File: src/rtl/nmr_bstrm_serializer.sv
// rtl/nmr_bstrm_serializer.sv - one-deep buffered command word to gapless 1-bit stream serializer
//
// Purpose: accepts {pattern, length} command words from the bitstream sequencer
// into a one-deep holding buffer. Each word is streamed as a 1-bit output for
// exactly 'length' clocks. The output is either the rotating pattern (LSB
// first), constant 1, or constant 0. Consecutive words abut with no idle cycle.
//
// Ports:
//   CLK              system clock, rising edge
//   RST              synchronous active-high reset
//   DPATH_START      one-cycle strobe, word inputs valid
//   DATA_IN          {pattern[PAT_WIDTH-1:0], length[LEN_WIDTH-1:0]}
//   SEQ_END_IN       end-of-sequence marker
//   PATTERN_MODE_IN  stream pattern bits
//   ALL_1S_MODE_IN   stream constant 1
//   ALL_0S_MODE_IN   stream constant 0
//   DPATH_BUF_RDY    holding buffer empty
//   BSTRM_OUT        registered serial output
//   BSTRM_ACTIVE     a word is being streamed
//   SEQ_DONE         one-cycle pulse when the end marker is consumed
//   UNDERRUN         sticky, stream ran dry without an end marker
//   OVERRUN          sticky, START arrived while the buffer was full
module nmr_bstrm_serializer #(
   parameter int DATA_WIDTH = 120,
   parameter int LEN_WIDTH  = 32
) (
   input  logic                  CLK,
   input  logic                  RST,
   input  logic                  DPATH_START,
   input  logic [DATA_WIDTH-1:0] DATA_IN,
   input  logic                  SEQ_END_IN,
   input  logic                  PATTERN_MODE_IN,
   input  logic                  ALL_1S_MODE_IN,
   input  logic                  ALL_0S_MODE_IN,
   output logic                  DPATH_BUF_RDY,
   output logic                  BSTRM_OUT,
   output logic                  BSTRM_ACTIVE,
   output logic                  SEQ_DONE,
   output logic                  UNDERRUN,
   output logic                  OVERRUN
);

   localparam int PAT_WIDTH = DATA_WIDTH - LEN_WIDTH;

   typedef enum logic {IDLE, RUN} state_t;

   state_t state_q, state_nxt;

   // holding buffer; mode is decoded at capture time into two bits
   logic                  buf_full_q;
   logic                  buf_end_q;
   logic                  buf_pat_q;
   logic                  buf_one_q;
   logic [PAT_WIDTH-1:0]  buf_pattern_q;
   logic [LEN_WIDTH-1:0]  buf_len_q;

   // active shifter
   logic [PAT_WIDTH-1:0]  pat_q;
   logic [LEN_WIDTH-1:0]  rem_q;
   logic                  cur_pat_q;
   logic                  cur_one_q;

   logic                  underrun_q;
   logic                  overrun_q;
   logic                  out_q;
   logic                  done_q;

   // combinational control
   logic                  load;
   logic                  buf_release;
   logic                  done_set;
   logic                  underrun_set;
   logic                  out_nxt;
   logic                  capture;
   logic                  overrun_set;
   logic [PAT_WIDTH-1:0]  pat_rot;
   logic [LEN_WIDTH-1:0]  in_len;

   assign pat_rot = {pat_q[0], pat_q[PAT_WIDTH-1:1]};
   assign in_len  = DATA_IN[LEN_WIDTH-1:0];

   // A slot is available when the buffer is empty or is being drained on this
   // same edge. Zero-length data words are dropped; end markers always go in.
   assign capture     = DPATH_START && (!buf_full_q || buf_release) &&
                        (SEQ_END_IN || (in_len != '0));
   assign overrun_set = DPATH_START && buf_full_q && !buf_release;

   always_comb begin
      state_nxt    = state_q;
      load         = 1'b0;
      buf_release  = 1'b0;
      done_set     = 1'b0;
      underrun_set = 1'b0;
      out_nxt      = 1'b0;
      case (state_q)
         IDLE: begin
            if (buf_full_q) begin
               buf_release = 1'b1;
               if (buf_end_q) begin
                  done_set = 1'b1;
               end else begin
                  load      = 1'b1;
                  state_nxt = RUN;
               end
            end
         end
         RUN: begin
            if (rem_q > LEN_WIDTH'(1)) begin
               out_nxt = cur_pat_q ? pat_rot[0] : cur_one_q;
            end else if (buf_full_q) begin
               // word finished: chain the buffered word on this same edge
               buf_release = 1'b1;
               if (buf_end_q) begin
                  done_set  = 1'b1;
                  state_nxt = IDLE;
               end else begin
                  load = 1'b1;
               end
            end else begin
               underrun_set = 1'b1;
               state_nxt    = IDLE;
            end
         end
         default: state_nxt = IDLE;
      endcase
      // the first bit of a freshly loaded word appears on its load edge
      if (load) begin
         out_nxt = buf_pat_q ? buf_pattern_q[0] : buf_one_q;
      end
   end

   always_ff @(posedge CLK) begin
      if (RST) begin
         state_q    <= IDLE;
         out_q      <= 1'b0;
         done_q     <= 1'b0;
         underrun_q <= 1'b0;
         overrun_q  <= 1'b0;
      end else begin
         state_q    <= state_nxt;
         out_q      <= out_nxt;
         done_q     <= done_set;
         underrun_q <= underrun_q | underrun_set;
         overrun_q  <= overrun_q | overrun_set;
      end
   end

   always_ff @(posedge CLK) begin
      if (RST) begin
         buf_full_q    <= 1'b0;
         buf_end_q     <= 1'b0;
         buf_pat_q     <= 1'b0;
         buf_one_q     <= 1'b0;
         buf_pattern_q <= '0;
         buf_len_q     <= '0;
      end else if (capture) begin
         buf_full_q    <= 1'b1;
         buf_end_q     <= SEQ_END_IN;
         buf_pat_q     <= PATTERN_MODE_IN;
         buf_one_q     <= !PATTERN_MODE_IN && ALL_1S_MODE_IN;
         buf_pattern_q <= DATA_IN[DATA_WIDTH-1:LEN_WIDTH];
         buf_len_q     <= in_len;
      end else if (buf_release) begin
         buf_full_q <= 1'b0;
      end
   end

   always_ff @(posedge CLK) begin
      if (RST) begin
         pat_q     <= '0;
         rem_q     <= '0;
         cur_pat_q <= 1'b0;
         cur_one_q <= 1'b0;
      end else if (load) begin
         pat_q     <= buf_pattern_q;
         rem_q     <= buf_len_q;
         cur_pat_q <= buf_pat_q;
         cur_one_q <= buf_one_q;
      end else if (state_q == RUN && rem_q > LEN_WIDTH'(1)) begin
         pat_q <= pat_rot;
         rem_q <= rem_q - LEN_WIDTH'(1);
      end
   end

   assign DPATH_BUF_RDY = !buf_full_q;
   assign BSTRM_OUT     = out_q;
   assign BSTRM_ACTIVE  = (state_q == RUN);
   assign SEQ_DONE      = done_q;
   assign UNDERRUN      = underrun_q;
   assign OVERRUN       = overrun_q;

endmodule
File: config.mk
export PLATFORM = sky130hd
export DESIGN_NAME = nmr_bstrm_serializer
export DESIGN_NICKNAME = d
export VERILOG_FILES = /design/src/rtl/nmr_bstrm_serializer.sv
export SDC_FILE = /design/constraint.sdc
export NUM_CORES = 1
export LEC_CHECK = 0
export ABC_AREA = 1
export CORE_MARGIN = 2
export CORE_UTILIZATION = 64
export CTS_CLUSTER_DIAMETER = 30
export DETAILED_ROUTE_END_ITERATION = 10
export DONT_BUFFER_PORTS = 1
export GPL_ROUTABILITY_DRIVEN = 0
export PLACE_DENSITY = 0.79
export SYNTH_ARGS = -nofsm -noshare
export SYNTH_HDL_FRONTEND = slang
export SYNTH_SLANG_ARGS = --single-unit
File: constraint.sdc
create_clock -name CLK -period 2.2 [get_ports CLK]
set_input_delay 0.22 -clock CLK [delete_from_list [all_inputs] [get_ports CLK]]
set_output_delay 0.22 -clock CLK [all_outputs]
set_load 0.1 [all_outputs]
; ---- Word level (Yosys, flattened, before mapping)
; Index checks and enable logic that the tools add are counted.
[word_totals]
ff_bits = 251
input_bits = 127
output_inout_bits = 6
[classes]
addsub = 1
n_lt_le_gt_ge = 1
n_mux = 27
bitwise = 3
n_reduce_logical = 14
[ops]
columns = operator, count
row1 = 88-bit two-way mux, 2
row2 = 32-bit two-way mux, 2
row3 = "32-bit by 1-bit > comparator with 1-bit output, second input constant", 1
row4 = 32-bit nonzero test, 1
row5 = "32-bit by 1-bit subtractor with 32-bit output, second input constant", 1
row6 = 1-bit two-way mux, 19
row7 = 1-bit one-hot mux with 2 select lines, 4
row8 = 1-bit logical AND, 6
row9 = 2-bit nonzero test, 2
row10 = 1-bit zero test, 3
row11 = 1-bit logical OR, 2
row12 = 1-bit bitwise OR, 2
row13 = 1-bit NOT, 1

; ---- Longest topological paths before layout
[logic_depth]
depth_word = 7
depth_mapped = 14
depth_no_buf = 12

; ---- Least setup slack after synthesis
; Ideal clock, no wire load.
[synth_path]
path_kind = flip-flop to flip-flop
start = register buf_full_q
end = register rem_q[30]
setup_time_ps = 70
arrival_time_ps = 2069
t_required_ps = 2130
path_slack_ps = 60
path_stages_with_launch = 8
synth_period_minus_slack_ps = 2140
path_cell_list = dfxtp_1 > inv_1 > nor2_2 > inv_1 > clkbuf_1 > clkbuf_1 > nand3_1 > a21oi_1
[synth_via]
elab_chain_cells = 4
word_cells_on_any_way = 5
classes_between = mux (4) / reduce/logical (1)
[synth_lines]
columns = element, line_no
row1 = from (decl), 50  ; logic buf_full_q;
row2 = from (signal assigned), 150  ; buf_full_q <= 1'b0;
row3 = from (signal assigned), 157  ; buf_full_q <= 1'b1;
row4 = from (signal assigned), 164  ; buf_full_q <= 1'b0;
row5 = 1-bit two-way mux *, "97, 110"
row6 = 1-bit two-way mux, 108  ; if (rem_q > LEN_WIDTH'(1)) begin
row7 = 1-bit one-hot mux with 2 select lines *, 95  ; case (state_q)
row8 = 32-bit two-way mux / 2-bit nonzero test (equally long branches), --
row9 = to (signal assigned), 176  ; rem_q <= buf_len_q;
row10 = to (signal assigned), 181  ; rem_q <= rem_q - LEN_WIDTH'(1);
row11 = to (decl), 59  ; logic [LEN_WIDTH-1:0] rem_q;
; Every way passes the cells marked *; elsewhere a longest branch is shown, timed or not.
; A chain may end at the register's enable or synchronous reset.

; ---- Worst setup path after layout
[layout_path]
start = register rem_q[12]
end = register pat_q[6]
[layout_via]
elab_chain_cells = 4
word_cells_on_any_way = 6
classes_between = order compare (1) / mux (3) / reduce/logical (2)
[layout_lines]
columns = element, line_no
row1 = 32-bit by 1-bit > comparator with 1-bit output *, "108, 179"
row2 = 1-bit two-way mux, 108
row3 = 1-bit one-hot mux with 2 select lines, 95
row4 = 88-bit two-way mux / 2-bit nonzero test (equally long branches), --
row5 = to (signal assigned), 175  ; pat_q <= buf_pattern_q;
row6 = to (signal assigned), 180  ; pat_q <= pat_rot;
row7 = to (decl), 58  ; logic [PAT_WIDTH-1:0] pat_q;
; Marks and branches as above.

==> run metrics <==
run status=complete, no violations; worst min-delay path class=input pin to flop; total number of vias=12668; clock latency on the worst-skew pair=0.53 ns; maximum number of pins on one net before global-route repair=107; yosys warns=0; Pwr Density=1420 mW/mm^2; reported leakage power=7.73 nW; port buffer count=0; cell internal pwr=13.5 mW; combinational share of power=0.407; pre-CTS WS=0.0223 ns; sequential cell area in the final layout=0.00502 mm^2; period utilization=0.950; WL/cell=15.7 um; maximum fanout along the worst path=65; clock-pin slew reported for the worst setup and hold paths after clock tree synthesis=0.05 ns; capture point of the worst reg-to-reg path=pat_q[6]$_SDFFE_PP0P_; Worst R2R Setup Slack=0.11 ns; number of antenna cells inserted=0; Chip Height=143 um; crit path capture type=flop; nature of the critical path startpoint=flop; initial drt markers=1367; total power of the final layout=22.2 mW; netlist area before placement=0.0124 mm^2; sinks on the clock net=251; number of buffers inserted during clock tree synthesis=47; CP Class=flop to flop; sum of overflow across all layers after global routing=0; vias in the first global route=12230; syn nets=1995; Setup violations, final=0; switching portion of total power=0.390; transition time of the tightest slew-check pin=0.553 ns; most common library cell in the layout ignoring fill and taps=sky130_fd_sc_hd__nand2_1; effective utilization at floorplan=0.658; final worst slack=0.109 ns; number of hold violations in the final report=0; fmax=478 MHz; biggest area consumer among synthesized cells=sky130_fd_sc_hd__dfxtp_1; most frequent cells in the layout=437 x sky130_fd_sc_hd__nand2_1, 336 x sky130_fd_sc_hd__nand3_1, 320 x sky130_fd_sc_hd__nor2_1; P&R area growth vs syn=25.8%; detail-routed via count per cell=5.63; worst hold endpoint=buf_len_q[27]$_SDFFE_PP0P_; clock tree root buffer cell=sky130_fd_sc_hd__clkbuf_16; Gate Count Post-Synth=1866; wire length of the first global-routing pass=56700 um; number of flip-flops and latches in the synthesized netlist=251; post-route clock skew=0.0152 ns; relative max-transition margin=0.631; crit path time final=2.09 ns; detailed-routing iteration count for the pre-antenna-repair pass=6; number of slew-limit violations in the final report=0; Die Wd=143 um; mean post-synth cell area=6.64 um^2; initial antenna violation count=0; GRT Util Overall=0.338; maxcap violations=0; number of fillers in the final layout=1120; CP required=2.62 ns; half-perimeter wire length of the detailed placement result=18300 um; biggest area contributors in the synthesized netlist=sky130_fd_sc_hd__dfxtp_1 41%, sky130_fd_sc_hd__nand3_1 14%, sky130_fd_sc_hd__nand2_1 13%; share of total power in the clock network=0.338; worst IR drop on VDD=0.833 mV; I/O pin count=133; final-layout setup total negative slack=0 ns; CTS tree=done; hold path cells=3; Arr. time, crit path=2.51 ns; placeable core region=0.0188 mm^2; register area share after synthesis=0.405; DRC violation count after routing=0; antenna-violating nets left=0; number of standard-cell rows in the floorplan=50; post-layout net count=2083; H-tree level count=2; proportion of layout cells with a drive suffix above 1=0.0804; maximum root-to-sink buffer count=3; fraction of power consumed by sequential logic=0.255; final worst hold slack=0.0103 ns; combined area of the multi-input logic cells=0.00610 mm^2; source of the worst register-to-register timing path=rem_q[12]$_SDFFE_PP0P_; Hold Startpoint=DATA_IN[27]; Worst Reg2Reg Path Length in Cells=12; final wirelength=35300 um; die outline area=0.0205 mm^2; fraction of the core area covered by cells at the end of the flow=0.828; share of Yosys cell area claimed by the top area cell type=0.405; switching component of the power=8.64 mW; Yosys cell types=30
[layout make-up]
class / count / area share
multi-input combinational: 1311 / 0.391
sequential: 251 / 0.322
timing repair buffer: 170 / 0.117
clock buffer: 54 / 0.0803
inverter: 173 / 0.0424
clock inverter: 30 / 0.0261
tap: 260 / 0.0209
[kinds of logic after synthesis]
family | Yosys count | share of synthesized area
compound gates | 49 | 0.0228
xor+xnor | 20 | 0.0141
fa+ha+maj | 2 | 0.00202
buf+inv | 304 | 0.106
flops | 251 | 0.405
mux | 1 | 0.000908
simple gates | 1239 | 0.449
[flip-flops by register name, summed over array words and instances (netlist names)]
register and count:
buf_one_q 1, buf_len_q 32, rem_q 32, UNDERRUN 1, buf_pattern_q 88, buf_pat_q 1
OVERRUN 1, pat_q 88, BSTRM_OUT 1, BSTRM_ACTIVE 1, cur_one_q 1, cur_pat_q 1
buf_full_q 1, buf_end_q 1, SEQ_DONE 1
[cell usage after synthesis]
library cell / instances
sky130_fd_sc_hd__nor3_1: 5
sky130_fd_sc_hd__buf_2: 27
sky130_fd_sc_hd__o21bai_1: 1
sky130_fd_sc_hd__ha_1: 2
sky130_fd_sc_hd__nand3_1: 336
sky130_fd_sc_hd__dfxtp_1: 251
sky130_fd_sc_hd__a21oi_1: 24
sky130_fd_sc_hd__nand4_1: 19
sky130_fd_sc_hd__nand2_1: 438
sky130_fd_sc_hd__buf_6: 9
sky130_fd_sc_hd__a21oi_4: 1
sky130_fd_sc_hd__inv_1: 169
sky130_fd_sc_hd__buf_1: 12
sky130_fd_sc_hd__inv_2: 3
sky130_fd_sc_hd__o21bai_4: 1
sky130_fd_sc_hd__o21ai_0: 20
sky130_fd_sc_hd__clkinv_1: 1
sky130_fd_sc_hd__nand2_2: 1
sky130_fd_sc_hd__a211oi_2: 1
sky130_fd_sc_hd__nand3b_1: 106
sky130_fd_sc_hd__nor2_1: 327
sky130_fd_sc_hd__xor2_1: 9
sky130_fd_sc_hd__mux2_2: 1
sky130_fd_sc_hd__xnor2_1: 11
sky130_fd_sc_hd__o21a_1: 1
sky130_fd_sc_hd__nor2_4: 3
sky130_fd_sc_hd__nand3_2: 1
sky130_fd_sc_hd__buf_4: 19
sky130_fd_sc_hd__nor2_2: 3
sky130_fd_sc_hd__clkbuf_1: 64
[per-stage QoR]
| stage | std cells | area (um^2) |
|---|---|---|
| 2_1_floorplan | 1866 | 12400 |
| 3_3_place_gp | 2040 | 12600 |
| 3_5_place_dp | 2040 | 12600 |
| 4_1_cts | 2243 | 15500 |
| 5_1_grt | 2249 | 15600 |
| 6_report | 2249 | 15600 |
[power groups by stage]
stage | Sequential (mW) | Combinational (mW) | Clock, mW
floorplan | 5.69 | 6.55 | 0
global placement | 5.67 | 8.11 | 0
detailed placement | 5.70 | 8.26 | 0
CTS | 5.62 | 8.60 | 7.51
global route | 5.71 | 10.0 | 7.79
finish | 5.66 | 9.02 | 7.48
[how the worst max path moves through the flow]
stage / startpoint / end / slack, ns / depth (start not counted)
detailed placement: rem_q[0]$_SDFFE_PP0P_ / buf_pattern_q[19]$_SDFFE_PP0P_ / 0.02 / 13
global placement: rem_q[0]$_SDFFE_PP0P_ / rem_q[27]$_SDFFE_PP0P_ / 0.10 / 11
CTS: rem_q[0]$_SDFFE_PP0P_ / rem_q[9]$_SDFFE_PP0P_ / 0.02 / 11
floorplan: buf_full_q$_SDFFE_PP0P_ / rem_q[30]$_SDFFE_PP0P_ / 0.06 / 7
global route: rem_q[0]$_SDFFE_PP0P_ / pat_q[12]$_SDFFE_PP0P_ / -0.02 / 13
finish: rem_q[12]$_SDFFE_PP0P_ / pat_q[6]$_SDFFE_PP0P_ / 0.11 / 12
[critical path, cell delays in order (launching register included)]
cell and delay, ns:
sky130_fd_sc_hd__dfxtp_1 0.35, sky130_fd_sc_hd__nor2_2 0.16, sky130_fd_sc_hd__nand2_1 0.12, sky130_fd_sc_hd__nor2_4 0.15
sky130_fd_sc_hd__nand3_1 0.14, sky130_fd_sc_hd__o21bai_4 0.28, sky130_fd_sc_hd__buf_4 0.17, sky130_fd_sc_hd__inv_2 0.04
sky130_fd_sc_hd__buf_12 0.20, sky130_fd_sc_hd__nand2_1 0.13, sky130_fd_sc_hd__nand3_1 0.10, sky130_fd_sc_hd__nand2_1 0.07
sky130_fd_sc_hd__inv_1 0.04
[metal layers]
layer	vias to the layer above	global-route usage	share of wire
li1	6087	-	-
met1	5802	0.402	0.39
met2	631	0.584	0.49
met3	148	0.0661	0.076
met4	0	0.166	0.041
met5	-	0	0
[what timing repair did]
action / in CTS / in global routing
hold buffers: 119 / 0
pin swaps: 0 / 4
setup endpoints to repair: 2 / 234
gates cloned: 0 / 1
gates resized for setup: 1 / 14
setup buffers: 0 / 5
hold endpoints to repair: 164 / 0
No activity file was read; power rests on OpenSTA's default activity.
